[src/rtl/ring_mem_requester_pkg.sv]
// ============================================================================
//  Module      : ring_mem_requester_pkg
//  Description : Shared slot encodings, address-word layout and line geometry
//                for ring memory clients.
//  Revision    : 1.0 - initial release
// ============================================================================
`default_nettype none

package ring_mem_requester_pkg;

    localparam logic [3:0] SLOT_NULL      = 4'd0;
    localparam logic [3:0] SLOT_TOKEN     = 4'd1;
    localparam logic [3:0] SLOT_ADDRESS   = 4'd2;
    localparam logic [3:0] SLOT_WRITEDATA = 4'd3;
    localparam logic [3:0] SLOT_DMCADDR   = 4'd4;
    localparam logic [3:0] SLOT_DMCDATA   = 4'd5;

    localparam int READ_BIT       = 28;
    localparam int ADDR_MSB       = 27;
    localparam int WORD_W         = 32;
    localparam int LINE_W         = 128;
    localparam int WORDS_PER_LINE = 4;

    typedef struct packed {
        logic [3:0]        stype;
        logic [3:0]        src;
        logic [WORD_W-1:0] data;
    } slot_t;

    function automatic slot_t mk_slot(input logic [3:0] stype, input logic [3:0] src,
                                      input logic [WORD_W-1:0] data);
        slot_t s;
        s.stype = stype;
        s.src   = src;
        s.data  = data;
        return s;
    endfunction

    function automatic logic [WORD_W-1:0] addr_word(input logic rd, input logic [ADDR_MSB:0] addr);
        logic [WORD_W-1:0] w;
        w                = '0;
        w[READ_BIT]      = rd;
        w[ADDR_MSB:0]    = addr;
        return w;
    endfunction

endpackage

`default_nettype wire

[src/rtl/ring_mem_requester.sv]
// ============================================================================
//  Module      : ring_mem_requester
//  Description : Ring station issuing one read / line-write at a time to the
//                ring memory controller and collecting read-return lines.
//  Revision    : 1.0 - initial release
// ============================================================================
`default_nettype none

module ring_mem_requester
    import ring_mem_requester_pkg::*;
#(
    parameter logic [3:0] CORE_ID    = 4'd1,
    parameter int         RD_TIMEOUT = 1024
) (
    input  logic                clock,
    input  logic                reset,
    input  logic [WORD_W-1:0]   RingIn,
    input  logic [3:0]          SlotTypeIn,
    input  logic [3:0]          SourceIn,
    output logic [WORD_W-1:0]   RingOut,
    output logic [3:0]          SlotTypeOut,
    output logic [3:0]          SourceOut,
    input  logic [WORD_W-1:0]   RDreturn,
    input  logic [3:0]          RDdest,
    input  logic                req_valid,
    output logic                req_ready,
    input  logic                req_write,
    input  logic [ADDR_MSB:0]   req_addr,
    input  logic [LINE_W-1:0]   req_wdata,
    output logic                rsp_valid,
    output logic [LINE_W-1:0]   rsp_data,
    output logic                err
);

    localparam int               TMO_W     = $clog2(RD_TIMEOUT + 1);
    localparam logic [TMO_W-1:0] TMO_LAST  = TMO_W'(RD_TIMEOUT - 1);
    localparam logic [1:0]       WCNT_LAST = 2'(WORDS_PER_LINE - 1);

    localparam logic [2:0] ST_IDLE       = 3'd0;
    localparam logic [2:0] ST_WAIT_TOKEN = 3'd1;
    localparam logic [2:0] ST_SEND_ADDR  = 3'd2;
    localparam logic [2:0] ST_SEND_WD    = 3'd3;
    localparam logic [2:0] ST_RELEASE    = 3'd4;
    localparam logic [2:0] ST_WAIT_RD    = 3'd5;

    logic [2:0]                    r_state;
    logic                          r_rdy_en;
    logic                          r_write;
    logic [ADDR_MSB:0]             r_addr;
    logic [3:0][WORD_W-1:0]        r_wdata;
    logic [3:0][WORD_W-1:0]        r_rline;
    logic [1:0]                    r_wcnt;
    logic [1:0]                    r_rcnt;
    logic [TMO_W-1:0]              r_tmo;
    slot_t                         r_out;
    logic                          r_rsp_valid;
    logic [LINE_W-1:0]             r_rsp_data;
    logic                          r_err;

    slot_t w_in;
    logic  w_hold;
    logic  w_rd_hit;
    logic  w_rd_done;

    assign w_in      = mk_slot(SlotTypeIn, SourceIn, RingIn);
    // While the token is held, nothing but Null may legally arrive.
    assign w_hold    = (r_state == ST_SEND_ADDR) || (r_state == ST_SEND_WD) ||
                       (r_state == ST_RELEASE);
    assign w_rd_hit  = (RDdest == CORE_ID);
    assign w_rd_done = w_rd_hit && (r_rcnt == WCNT_LAST);

    always_ff @(posedge clock or negedge reset) begin
        if (!reset) begin
            r_state     <= ST_IDLE;
            r_rdy_en    <= 1'b0;
            r_write     <= 1'b0;
            r_addr      <= '0;
            r_wdata     <= '0;
            r_rline     <= '0;
            r_wcnt      <= 2'd0;
            r_rcnt      <= 2'd0;
            r_tmo       <= '0;
            r_out       <= '0;
            r_rsp_valid <= 1'b0;
            r_rsp_data  <= '0;
            r_err       <= 1'b0;
        end else begin
            r_rdy_en    <= 1'b1;
            r_rsp_valid <= 1'b0;
            r_out       <= w_in;
            if (w_hold && (SlotTypeIn != SLOT_NULL)) begin
                r_err <= 1'b1;
            end
            if (w_rd_hit && (r_state != ST_WAIT_RD)) begin
                r_err <= 1'b1;
            end
            case (r_state)
                ST_IDLE: begin
                    if (req_valid && r_rdy_en) begin
                        r_write <= req_write;
                        r_addr  <= req_addr;
                        r_wdata <= req_wdata;
                        r_state <= ST_WAIT_TOKEN;
                    end
                end
                ST_WAIT_TOKEN: begin
                    if (SlotTypeIn == SLOT_TOKEN) begin
                        r_out   <= mk_slot(SLOT_ADDRESS, CORE_ID, addr_word(!r_write, r_addr));
                        r_state <= ST_SEND_ADDR;
                    end
                end
                ST_SEND_ADDR: begin
                    if (r_write) begin
                        r_out   <= mk_slot(SLOT_WRITEDATA, CORE_ID, r_wdata[0]);
                        r_wcnt  <= 2'd0;
                        r_state <= ST_SEND_WD;
                    end else begin
                        r_out   <= mk_slot(SLOT_TOKEN, 4'd0, '0);
                        r_state <= ST_RELEASE;
                    end
                end
                ST_SEND_WD: begin
                    if (r_wcnt == WCNT_LAST) begin
                        r_out   <= mk_slot(SLOT_TOKEN, 4'd0, '0);
                        r_state <= ST_RELEASE;
                    end else begin
                        r_out  <= mk_slot(SLOT_WRITEDATA, CORE_ID, r_wdata[r_wcnt + 2'd1]);
                        r_wcnt <= r_wcnt + 2'd1;
                    end
                end
                ST_RELEASE: begin
                    r_out <= mk_slot(SLOT_NULL, 4'd0, '0);
                    if (r_write) begin
                        r_state <= ST_IDLE;
                    end else begin
                        r_rcnt  <= 2'd0;
                        r_tmo   <= '0;
                        r_state <= ST_WAIT_RD;
                    end
                end
                ST_WAIT_RD: begin
                    if (w_rd_hit) begin
                        r_rline[r_rcnt] <= RDreturn;
                        r_rcnt          <= r_rcnt + 2'd1;
                    end
                    if (w_rd_done) begin
                        r_rsp_valid <= 1'b1;
                        r_rsp_data  <= {RDreturn, r_rline[2:0]};
                        r_state     <= ST_IDLE;
                    end else if (r_tmo == TMO_LAST) begin
                        r_err   <= 1'b1;
                        r_state <= ST_IDLE;
                    end else begin
                        r_tmo <= r_tmo + 1'b1;
                    end
                end
                default: r_state <= ST_IDLE;
            endcase
        end
    end

    assign RingOut     = r_out.data;
    assign SlotTypeOut = r_out.stype;
    assign SourceOut   = r_out.src;
    assign req_ready   = (r_state == ST_IDLE) && r_rdy_en;
    assign rsp_valid   = r_rsp_valid;
    assign rsp_data    = r_rsp_data;
    assign err         = r_err;

endmodule

`default_nettype wire

[config.mk]
export PLATFORM = sky130hd
export DESIGN_NAME = ring_mem_requester
export DESIGN_NICKNAME = d
export VERILOG_FILES = /design/src/rtl/ring_mem_requester_pkg.sv /design/src/rtl/ring_mem_requester.sv
export SDC_FILE = /design/constraint.sdc
export NUM_CORES = 1
export LEC_CHECK = 0
export ABC_AREA = 1
export BUFFER_PORTS_ARGS = -buffer_cell sky130_fd_sc_hd__buf_2
export CAP_MARGIN = 20
export CELL_PAD_IN_SITES_DETAIL_PLACEMENT = 1
export CELL_PAD_IN_SITES_GLOBAL_PLACEMENT = 1
export CORE_ASPECT_RATIO = 1.75
export CORE_MARGIN = 4
export CORE_UTILIZATION = 30
export DETAILED_ROUTE_END_ITERATION = 7
export HOLD_SLACK_MARGIN = 0.02
export PLACE_DENSITY = 0.64
export SLEW_MARGIN = 5
export SYNTH_ARGS = -nofsm -noshare
export SYNTH_HDL_FRONTEND = slang
export SYNTH_SLANG_ARGS = --single-unit
[constraint.sdc]
create_clock -name clock -period 5.11 [get_ports clock]
set_input_delay 0.2555 -clock clock [delete_from_list [all_inputs] [get_ports clock]]
set_output_delay 0.2555 -clock clock [all_outputs]
set_load 0.02 [all_outputs]
After elaboration in Yosys (flattened, before gate mapping)
Index checks and enable logic that the tools add are counted.
{"block": "word_totals", "wordCells": 102, "romBits": 0, "n_memories": 0, "ram_bits": 0, "output_inout_bits": 171, "latch_bits": 0, "register_bits": 474, "inputBits": 236}
{"block": "op_classes", "n_eq_ne": 21, "reduce_logical": 20, "shifts": 0, "addsub": 3, "n_mux": 34, "n_div": 0, "order_cmp": 3, "bitwise_logic": 0, "multipliers": 0}
{"op": "case mux 40 bit (4 select lines)", "n": 1}
{"op": "bitwise mux 128 bit", "n": 1}
{"op": "two-way mux 38 bit", "n": 2}
{"op": "binary-select mux 32 bit (select 2 bit)", "n": 1}
{"op": "demux 32 bit (select 2 bit)", "n": 1}
{"op": "two-way mux 32 bit", "n": 2}
{"op": "two-way mux 40 bit", "n": 1}
{"op": "two-way mux 11 bit", "n": 3}
{"op": "case mux 11 bit (2 select lines)", "n": 1}
{"op": "two-way mux 3 bit", "n": 7}
{"op": "case mux 3 bit (6 select lines)", "n": 1}
{"op": "!= test 2 bit, second input constant", "n": 8}
{"op": "adder 11 x 1 -> 11 bit, second input constant", "n": 1}
{"op": "== test 11 x 10 -> 1 bit, second input constant", "n": 1}
{"op": "== test 4 x 1 -> 1 bit, second input constant", "n": 2}
{"op": "two-way mux 2 bit", "n": 4}
{"op": "case mux 2 bit (2 select lines)", "n": 2}
{"op": "AND reduction 4 bit", "n": 2}
{"op": "two-way mux 1 bit", "n": 7}
{"op": "== test 3 x 2 -> 1 bit, second input constant", "n": 2}
{"op": "== test 3 bit, second input constant", "n": 2}
{"op": "logical AND 1 bit", "n": 6}
{"op": "less-than comparator 2 x 3 -> 1 bit, second input constant", "n": 2}
{"op": "!= test 3 bit, second input constant", "n": 2}
{"op": "other kinds (12)", "n": 19}

Logic depth before layout (Yosys ltp)
Gate-level depths: netlist (run 1).
{"block": "logic_depth", "depth_word": 9, "ltp_mapped": 10, "ltp_nobuf": 9}

Least setup slack after synthesis (run 1)
Ideal clock, no wire load.
{"block": "synth_timing", "kind": "register to register", "start": "reg r_state[0]", "end": "reg r_wdata[123] in the netlist's numbering", "t_arrival_ps": 1473, "slack_ps": 3512, "stages_incl_launch_ff": 8, "t_required_ps": 4985, "path_buffers": 3, "period_less_slack_ps": 1598, "setup_time_ps": 125, "path_cell_list": "dfrtp_1 buf_4 nor2_4 nand2_1 nor2_4 buf_4 buf_4 mux2_2"}
{"block": "synth_between", "elab_chain_cells": 2}
{"item": "start: declaration", "line_no": "ring_mem_requester.sv:46", "source": "logic [2:0] r_state;"}
{"item": "start signal: assignment", "line_no": "ring_mem_requester.sv:74", "source": "r_state <= ST_IDLE;"}
{"item": "start signal: assignment", "line_no": "ring_mem_requester.sv:103", "source": "r_state <= ST_WAIT_TOKEN;"}
{"item": "start signal: assignment", "line_no": "ring_mem_requester.sv:109", "source": "r_state <= ST_SEND_ADDR;"}
{"item": "zero test 3 bit", "line_no": "ring_mem_requester.sv:97", "source": "case (r_state)"}
{"item": "AND reduction 2 bit (no line)"}
{"item": "end signal: assignment", "line_no": "ring_mem_requester.sv:102", "source": "r_wdata <= req_wdata;"}
{"item": "end: declaration", "line_no": "ring_mem_requester.sv:50", "source": "logic [3:0][WORD_W-1:0] r_wdata;"}
Every way passes these cells.
A chain may end at the register's enable or synchronous reset.

Worst setup path after layout (run 1)
{"block": "layout_timing", "start": "reg r_state[0]", "end": "reg r_rline[8] in the netlist's numbering"}
{"block": "layout_between", "elab_chain_cells": 2}
{"item": "== test 3 bit", "line_no": "ring_mem_requester.sv:97"}
{"item": "AND reduction 2 bit (no line)"}
{"item": "end signal: indexed assignment", "line_no": "ring_mem_requester.sv:143", "source": "r_rline[r_rcnt] <= RDreturn;"}
{"item": "end: declaration", "line_no": "ring_mem_requester.sv:51", "source": "logic [3:0][WORD_W-1:0] r_rline;"}
Every way passes these cells.

==> results of run 1 <==
cells by family after synthesis:
logic type / after synthesis
simple gates: 1058
fa+ha+maj: 6
mux: 64
compound gates: 342
xor+xnor: 3
buf+inv: 268
other cells: 1
flops: 442
through the flow:
stage / worst slack, ns / hold slack [ns] / util / instances / power (mW)
after floorplan: 3.51 / -0.0401 / - / 2184 / 7.00
after global placement: 2.22 / 0.277 / 0.345 / 3268 / 8.15
after detailed placement: 2.05 / 0.280 / 0.346 / 3271 / 8.30
after CTS: 2.06 / 0.138 / 0.407 / 3586 / 12.1
after global routing: 1.83 / 0.172 / 0.407 / 3590 / 12.7
final: 2.13 / 0.166 / 0.408 / 3593 / 11.9
final timing paths:
check | to | cells past startpoint
min reg2reg | r_rline[36] | 2
max in group asynchronous | r_rline[44] | 3
max | r_rline[8] | 5
min in group asynchronous | r_wdata[37] | 2
min | err | 4
max reg2reg | r_rline[8] | 5
synthesized netlist by cell type (all sizes together):
library cell	count
nand3b	1
nor3	2
o21ai	301
nand2	814
clkbuf	82
nor2	32
clkinv	1
mux2	64
inv	119
dfrtp	442
conb	1
o211ai	31
ha	6
nand4	32
nand3	176
buf	66
and3	1
o21bai	1
a31oi	2
xor2	3
a21oi	7
what timing repair did:
action,4_1_cts,5_1_grt
hold buffers,231,0
endpoints found under the setup margin,0,0
hold endpoints to repair,391,0
layer usage:
layer,GRT usage,vias to the layer above,share of wire
met5,0,-,0.00059
met4,0.0622,6,0.029
met3,0.0436,119,0.055
met2,0.355,461,0.51
met1,0.241,8595,0.41
li1,-,8193,-
layout by cell type, fill, tap and decap left out, types with 3 or more instances in the layout:
| cell | count |
|---|---|
| buf_4 | 15 |
| dfrtp_1 | 441 |
| mux2_2 | 64 |
| nand4_1 | 32 |
| nand2_2 | 3 |
| clkinvlp_4 | 4 |
| xor2_1 | 3 |
| nand2_1 | 811 |
| nor2_1 | 24 |
| nor2_4 | 5 |
| o21ai_0 | 294 |
| clkinv_2 | 4 |
| ha_2 | 3 |
| o21ai_1 | 7 |
| inv_1 | 116 |
| dlygate4sd3_1 | 231 |
| clkbuf_16 | 49 |
| buf_2 | 405 |
| clkinv_4 | 4 |
| clkbuf_8 | 15 |
| ha_1 | 3 |
| nand3_1 | 174 |
| buf_12 | 7 |
| a21oi_1 | 7 |
| diode_2 | 7 |
| o211ai_1 | 31 |
| clkbuf_1 | 6 |
tightest hold or removal path, stage by stage:
cell,delay (ns)
buf_2,0.08
nor2_1,0.08
a31oi_1,0.19
o211ai_1,0.10
layout make-up:
class | count | area, um2 | area share
diodes | 7 | 17.5 | 0.000680
clock buffers | 70 | 1460 | 0.0565
clock inverters | 14 | 124 | 0.00481
inverters | 120 | 453 | 0.0176
multi-input cells | 1474 | 7000 | 0.272
flip-flops and latches | 442 | 11100 | 0.430
well taps | 806 | 1010 | 0.0392
repair buffers | 660 | 4630 | 0.180
power by group through the flow:
| stage | Sequential (mW) | Combinational (mW) | Clock (mW) |
|---|---|---|---|
| 2_1_floorplan | 4.90 | 2.10 | 0 |
| 3_3_place_gp | 4.85 | 3.30 | 0 |
| 3_5_place_dp | 4.88 | 3.42 | 0 |
| 4_1_cts | 4.83 | 3.59 | 3.64 |
| 5_1_grt | 4.93 | 4.00 | 3.77 |
| 6_report | 4.84 | 3.57 | 3.51 |
state kept, by name, summed over array words and instances (netlist names):
| register | count |
|---|---|
| r_state | 3 |
| r_rline | 96 |
| r_wdata | 128 |
| r_write | 1 |
| rsp_valid | 1 |
| r_wcnt | 2 |
| SlotTypeOut | 4 |
| r_rdy_en | 1 |
| r_tmo | 11 |
| SourceOut | 4 |
| RingOut | 32 |
| r_rcnt | 2 |
| r_addr | 28 |
| rsp_data | 128 |
| err | 1 |
==> results.sh, run 1 <==
export IMPL_cp_arrival_ns=3.45
export IMPL_yosysUniqueCellTypes=29
export IMPL_layout_drive_gt1_share=0.213
export IMPL_worst_setup_path_start_kind="flip-flop"
export IMPL_finalSetupTns_ns=0
export IMPL_critPathMaxStageDelay_ns=0.71
export IMPL_clock_latency_ns=0.59
export IMPL_drtIter0Drc=687
export IMPL_p_sw_mw=4.29
export IMPL_hp_class="in2reg"
export IMPL_cts_tree="built"
export IMPL_numPortBuffers=406
export IMPL_period_share=0.584
export IMPL_finalCriticalPeriod_ns=2.98
export IMPL_worstSetupEndpointType="flip-flop"
export IMPL_via_count=17400
export IMPL_dieWidth_um=199
export IMPL_antenna_found_initial=10
export IMPL_drc=0
export IMPL_cts_setup_buffers=0
export IMPL_cts_buffers=47
export IMPL_critPathKind="reg2reg"
export IMPL_yosysSeqAreaShare=0.578
export IMPL_share_comb_of_total_power=0.299
export IMPL_dpl_instance_area_um2=21800
export IMPL_p_per_area_nw_per_um2=463
export IMPL_path_max_fanout=49
export IMPL_clkPwrFrac=0.294
export IMPL_synthAdderAreaFrac=0.00392
export IMPL_internal_power_mw=7.63
export IMPL_ctsResizeCount=0
export IMPL_ys_ff_latch=442
export IMPL_final_setup_skew_ns=0.0146
export IMPL_cp_num_buf_inv=0
export IMPL_h_tree_depth=2
export IMPL_path_common_cell="nand2_1"
export IMPL_post_dp_hpwl_um=44700
export IMPL_synth_top_family_by_area="simple AND/OR/NAND/NOR gates"
export IMPL_stdcell_area_um2=25800
export IMPL_hp_start="RDdest[3]"
export IMPL_drt_pass1_iter_count=5
export IMPL_timing_hold_violations_final=0
export IMPL_reg2reg_from="r_state[0]"
export IMPL_overflow=0
export IMPL_cts_max_path_buffers=3
export IMPL_coreArea_um2=63200
export IMPL_dieArea_um2=68100
export IMPL_leakagePower_nw=13.4
export IMPL_grt_util_all_layers=0.200
export IMPL_synth_compound_area_frac=0.0937
export IMPL_rsz0062_at_grt="no"
export IMPL_drt_wl_total_um=69200
export IMPL_grt_max_degree=155
export IMPL_synth_area_top_cells="dfrtp_1, nand2_1, o21ai_0, nand3_1, mux2_2"
export IMPL_regToRegSetupSlack_ns=2.13
export IMPL_slew_violations=0
export IMPL_grt_pass1_vias=19200
export IMPL_yosysTopAreaCell="dfrtp_1"
export IMPL_setup_violations=0
export IMPL_dieHeight_um=342
export IMPL_syn_inst=2184
export IMPL_nFillCells=7365
export IMPL_synth_mux_area_frac=0.0377
export IMPL_syn_area_um2=19100
export IMPL_path_cells="nand3_4, nor2_8, nand2_2, nand2_1, nand2_1"
export IMPL_routed_via_density=4.84
export IMPL_drv_cap=0
export IMPL_crit_start="r_state[0]"
export IMPL_start_util=0.303
export IMPL_synth_simple_area_share=0.226
export IMPL_ant_nets=0
export IMPL_place_gp_congestion=0.792
export IMPL_wl_per_cell_um=19.3
export IMPL_synth_fp_nets=2426
export IMPL_areaGrowthSynthToFinish_pct=34.6
export IMPL_synth_top_area_frac=0.578
export IMPL_clkTransAtPathRegs_ns=0.06
export IMPL_power_frac_seq=0.406
export IMPL_fmax_mhz=335
export IMPL_ir_drop_v=0.000295
export IMPL_cts_sinks=442
export IMPL_crit_required_ns=5.58
export IMPL_swShare=0.360
export IMPL_outcome="finished clean"
export IMPL_placement_rows=122
export IMPL_relSlewSlack=0.340
export IMPL_synth_xor_area_frac=0.00137
export IMPL_cpLargestDelayFamily="simple AND/OR/NAND/NOR gates"
export IMPL_root_buffer="clkbuf_16"
export IMPL_yosys_warnings=0
export IMPL_postSynthAreaPerCell_um2=8.76
export IMPL_grt_first_pass_wirelength_um=109000
export IMPL_tightest_slew_ns=0.990
export IMPL_ios=407
export IMPL_fin_nets=2987
export IMPL_crit_path_top_delay_cell="nor2_8"
Power figures use the tool's default switching activity.
==> inputs of run 2 (changes only) <==
clock period = 3 ns   (was 5.11 ns; I/O delays follow)
==> run 2 against run 1 <==
Against the previous run:
- utilization up 0.089 points
- die area is the same
- clock-buffer cell count decreased by 8
- non-clock buffer count is 17 higher
- global-route usage increased by 0.45 points
- flip-flop and latch count stayed put
- sequential share of layout area fell by 0.094 points
- combinational power grew 75%
- critical path type unchanged
- critical endpoint is now r_rline[6]
- largest cell class unchanged
==> results.sh, run 2 (synthesis results as in run 1) <==
export IMPL_leakagePower_nw=13.5
export IMPL_tightest_slew_ns=0.824
export IMPL_period_share=0.772
export IMPL_worstSetupEndpointType="flip-flop"
export IMPL_start_util=0.303
export IMPL_placement_rows=122
export IMPL_hp_class="in2reg"
export IMPL_h_tree_depth=2
export IMPL_reg2reg_from="r_state[0]"
export IMPL_final_setup_worst_slack_ns=0.685
export IMPL_wl_per_cell_um=19.4
export IMPL_post_dp_hpwl_um=45900
export IMPL_cts_max_path_buffers=3
export IMPL_crit_required_ns=3.46
export IMPL_slew_violations=0
export IMPL_crit_path_top_delay_cell="nand2_2"
export IMPL_clkTransAtPathRegs_ns=0.06
export IMPL_fin_nets=3002
export IMPL_internal_power_mw=12.7
export IMPL_drt_wl_total_um=69900
export IMPL_critPathMaxStageDelay_ns=0.59
export IMPL_ios=407
export IMPL_cp_arrival_ns=2.78
export IMPL_coreArea_um2=63200
export IMPL_p_sw_mw=7.27
export IMPL_critPathCapture="r_rline[6]"
export IMPL_setup_violations=0
export IMPL_overflow=0
export IMPL_ir_drop_v=0.000427
export IMPL_rsz0062_at_grt="no"
export IMPL_grt_util_all_layers=0.205
export IMPL_relSlewSlack=0.449
export IMPL_rr_worst_depth=5
export IMPL_clock_latency_ns=0.58
export IMPL_ctsResizeCount=0
export IMPL_path_depth=5
export IMPL_drtIter0Drc=575
export IMPL_dp_worst_setup_slack_ns=0.656
export IMPL_cts_tree="built"
export IMPL_timing_rr_end="r_rline[6]"
export IMPL_finalSetupTns_ns=0
export IMPL_antenna_found_initial=5
export IMPL_place_gp_congestion=0.821
export IMPL_fmax_mhz=432
export IMPL_dieHeight_um=342
export IMPL_path_max_fanout=35
export IMPL_drc=0
export IMPL_finalCriticalPeriod_ns=2.31
export IMPL_grt_max_degree=130
export IMPL_drv_cap=0
export IMPL_mostFrequentLayoutCell="nand2_1"
export IMPL_cp_num_buf_inv=0
export IMPL_worst_setup_path_start_kind="flip-flop"
export IMPL_path_cells="nand3_4, nor2_8, nand2_2, nand2_1, nand2_1"
export IMPL_drt_pass1_iter_count=5
export IMPL_critPathKind="reg2reg"
export IMPL_cts_setup_buffers=0
export IMPL_via_count=17500
export IMPL_dieArea_um2=68100
export IMPL_routed_via_density=4.87
export IMPL_grt_first_pass_wirelength_um=111000
export IMPL_path_common_cell="nand2_1"
export IMPL_outcome="finished clean"
export IMPL_share_comb_of_total_power=0.312
export IMPL_layout_common_cells="nand2_1, dfrtp_1, buf_2, o21ai_0, dlygate4sd3_1"
export IMPL_final_setup_skew_ns=0.00969
export IMPL_layout_drive_gt1_share=0.216
export IMPL_power_mw=20.0
export IMPL_root_buffer="clkbuf_16"
export IMPL_ant_nets=0
export IMPL_regToRegSetupSlack_ns=0.69
export IMPL_areaGrowthSynthToFinish_pct=34.9
export IMPL_clkPwrFrac=0.279
export IMPL_crit_start="r_state[0]"
export IMPL_cpLargestDelayFamily="simple AND/OR/NAND/NOR gates"
export IMPL_power_frac_seq=0.409
export IMPL_grt_pass1_vias=19600
export IMPL_timing_hold_violations_final=0
export IMPL_cts_buffers=45
export IMPL_numPortBuffers=406
export IMPL_p_per_area_nw_per_um2=774
export IMPL_swShare=0.364
export IMPL_cts_sinks=442
export IMPL_dieWidth_um=199
## run 2: metal layers
metal / share of wire / GRT usage
met5: 0.00030 / 0
met4: 0.026 / 0.0616
met3: 0.051 / 0.0396
met2: 0.51 / 0.362
met1: 0.41 / 0.251
## run 2: what timing repair did
item                                   CTS  global route
setup endpoints to repair                0             0
endpoints found under the hold margin  406             0
hold buffers                           230             0
## run 2: final cells by class
class / count / area [um2]
repair buffers: 677 / 4850
inverters: 120 / 453
well taps: 806 / 1010
clock inverters: 20 / 143
diodes: 4 / 10.0
multi-input cells: 1474 / 7000
flip-flops and latches: 442 / 11100
fillers: 7438 / 37400
clock buffers: 62 / 1280
## run 2: worst min-delay path by stage
stage | slack (ns) | end | startpoint | cells past startpoint
finish | 0.05 | err | RDdest[3] | 4
global route | 0.07 | err | RDdest[3] | 4
CTS | 0.03 | err | RDdest[3] | 4
detailed placement | 0.25 | r_addr[7] | reset | 1
global placement | 0.22 | r_addr[7] | reset | 1
floorplan | -0.15 | RingOut[0] | reset | 0
## run 2: worst min-delay path, delay by kind of cell
kind	cells	cell delay [ns]
simple gates	1	0.07
compound gates	2	0.29
buf+inv	1	0.07
## run 2: power by group through the flow
stage          registers [mW]  logic [mW]  clock network, mW
6_report                 8.17        6.23               5.57
5_1_grt                  8.33        6.99               6.04
4_1_cts                  8.16        6.25               5.79
3_5_place_dp             8.25        5.96                  0
3_3_place_gp             8.19        5.79                  0
2_1_floorplan            8.34        3.58                  0
## run 2: through the flow
stage                      util  area, um2  hold WS, ns  std cells
after floorplan               -      19100       -0.146       2184
after global placement    0.349      22100        0.220       3289
after detailed placement  0.349      22100        0.245       3289
after CTS                 0.408      25800       0.0265       3601
after global routing      0.408      25800       0.0681       3603
final                     0.408      25800       0.0536       3605
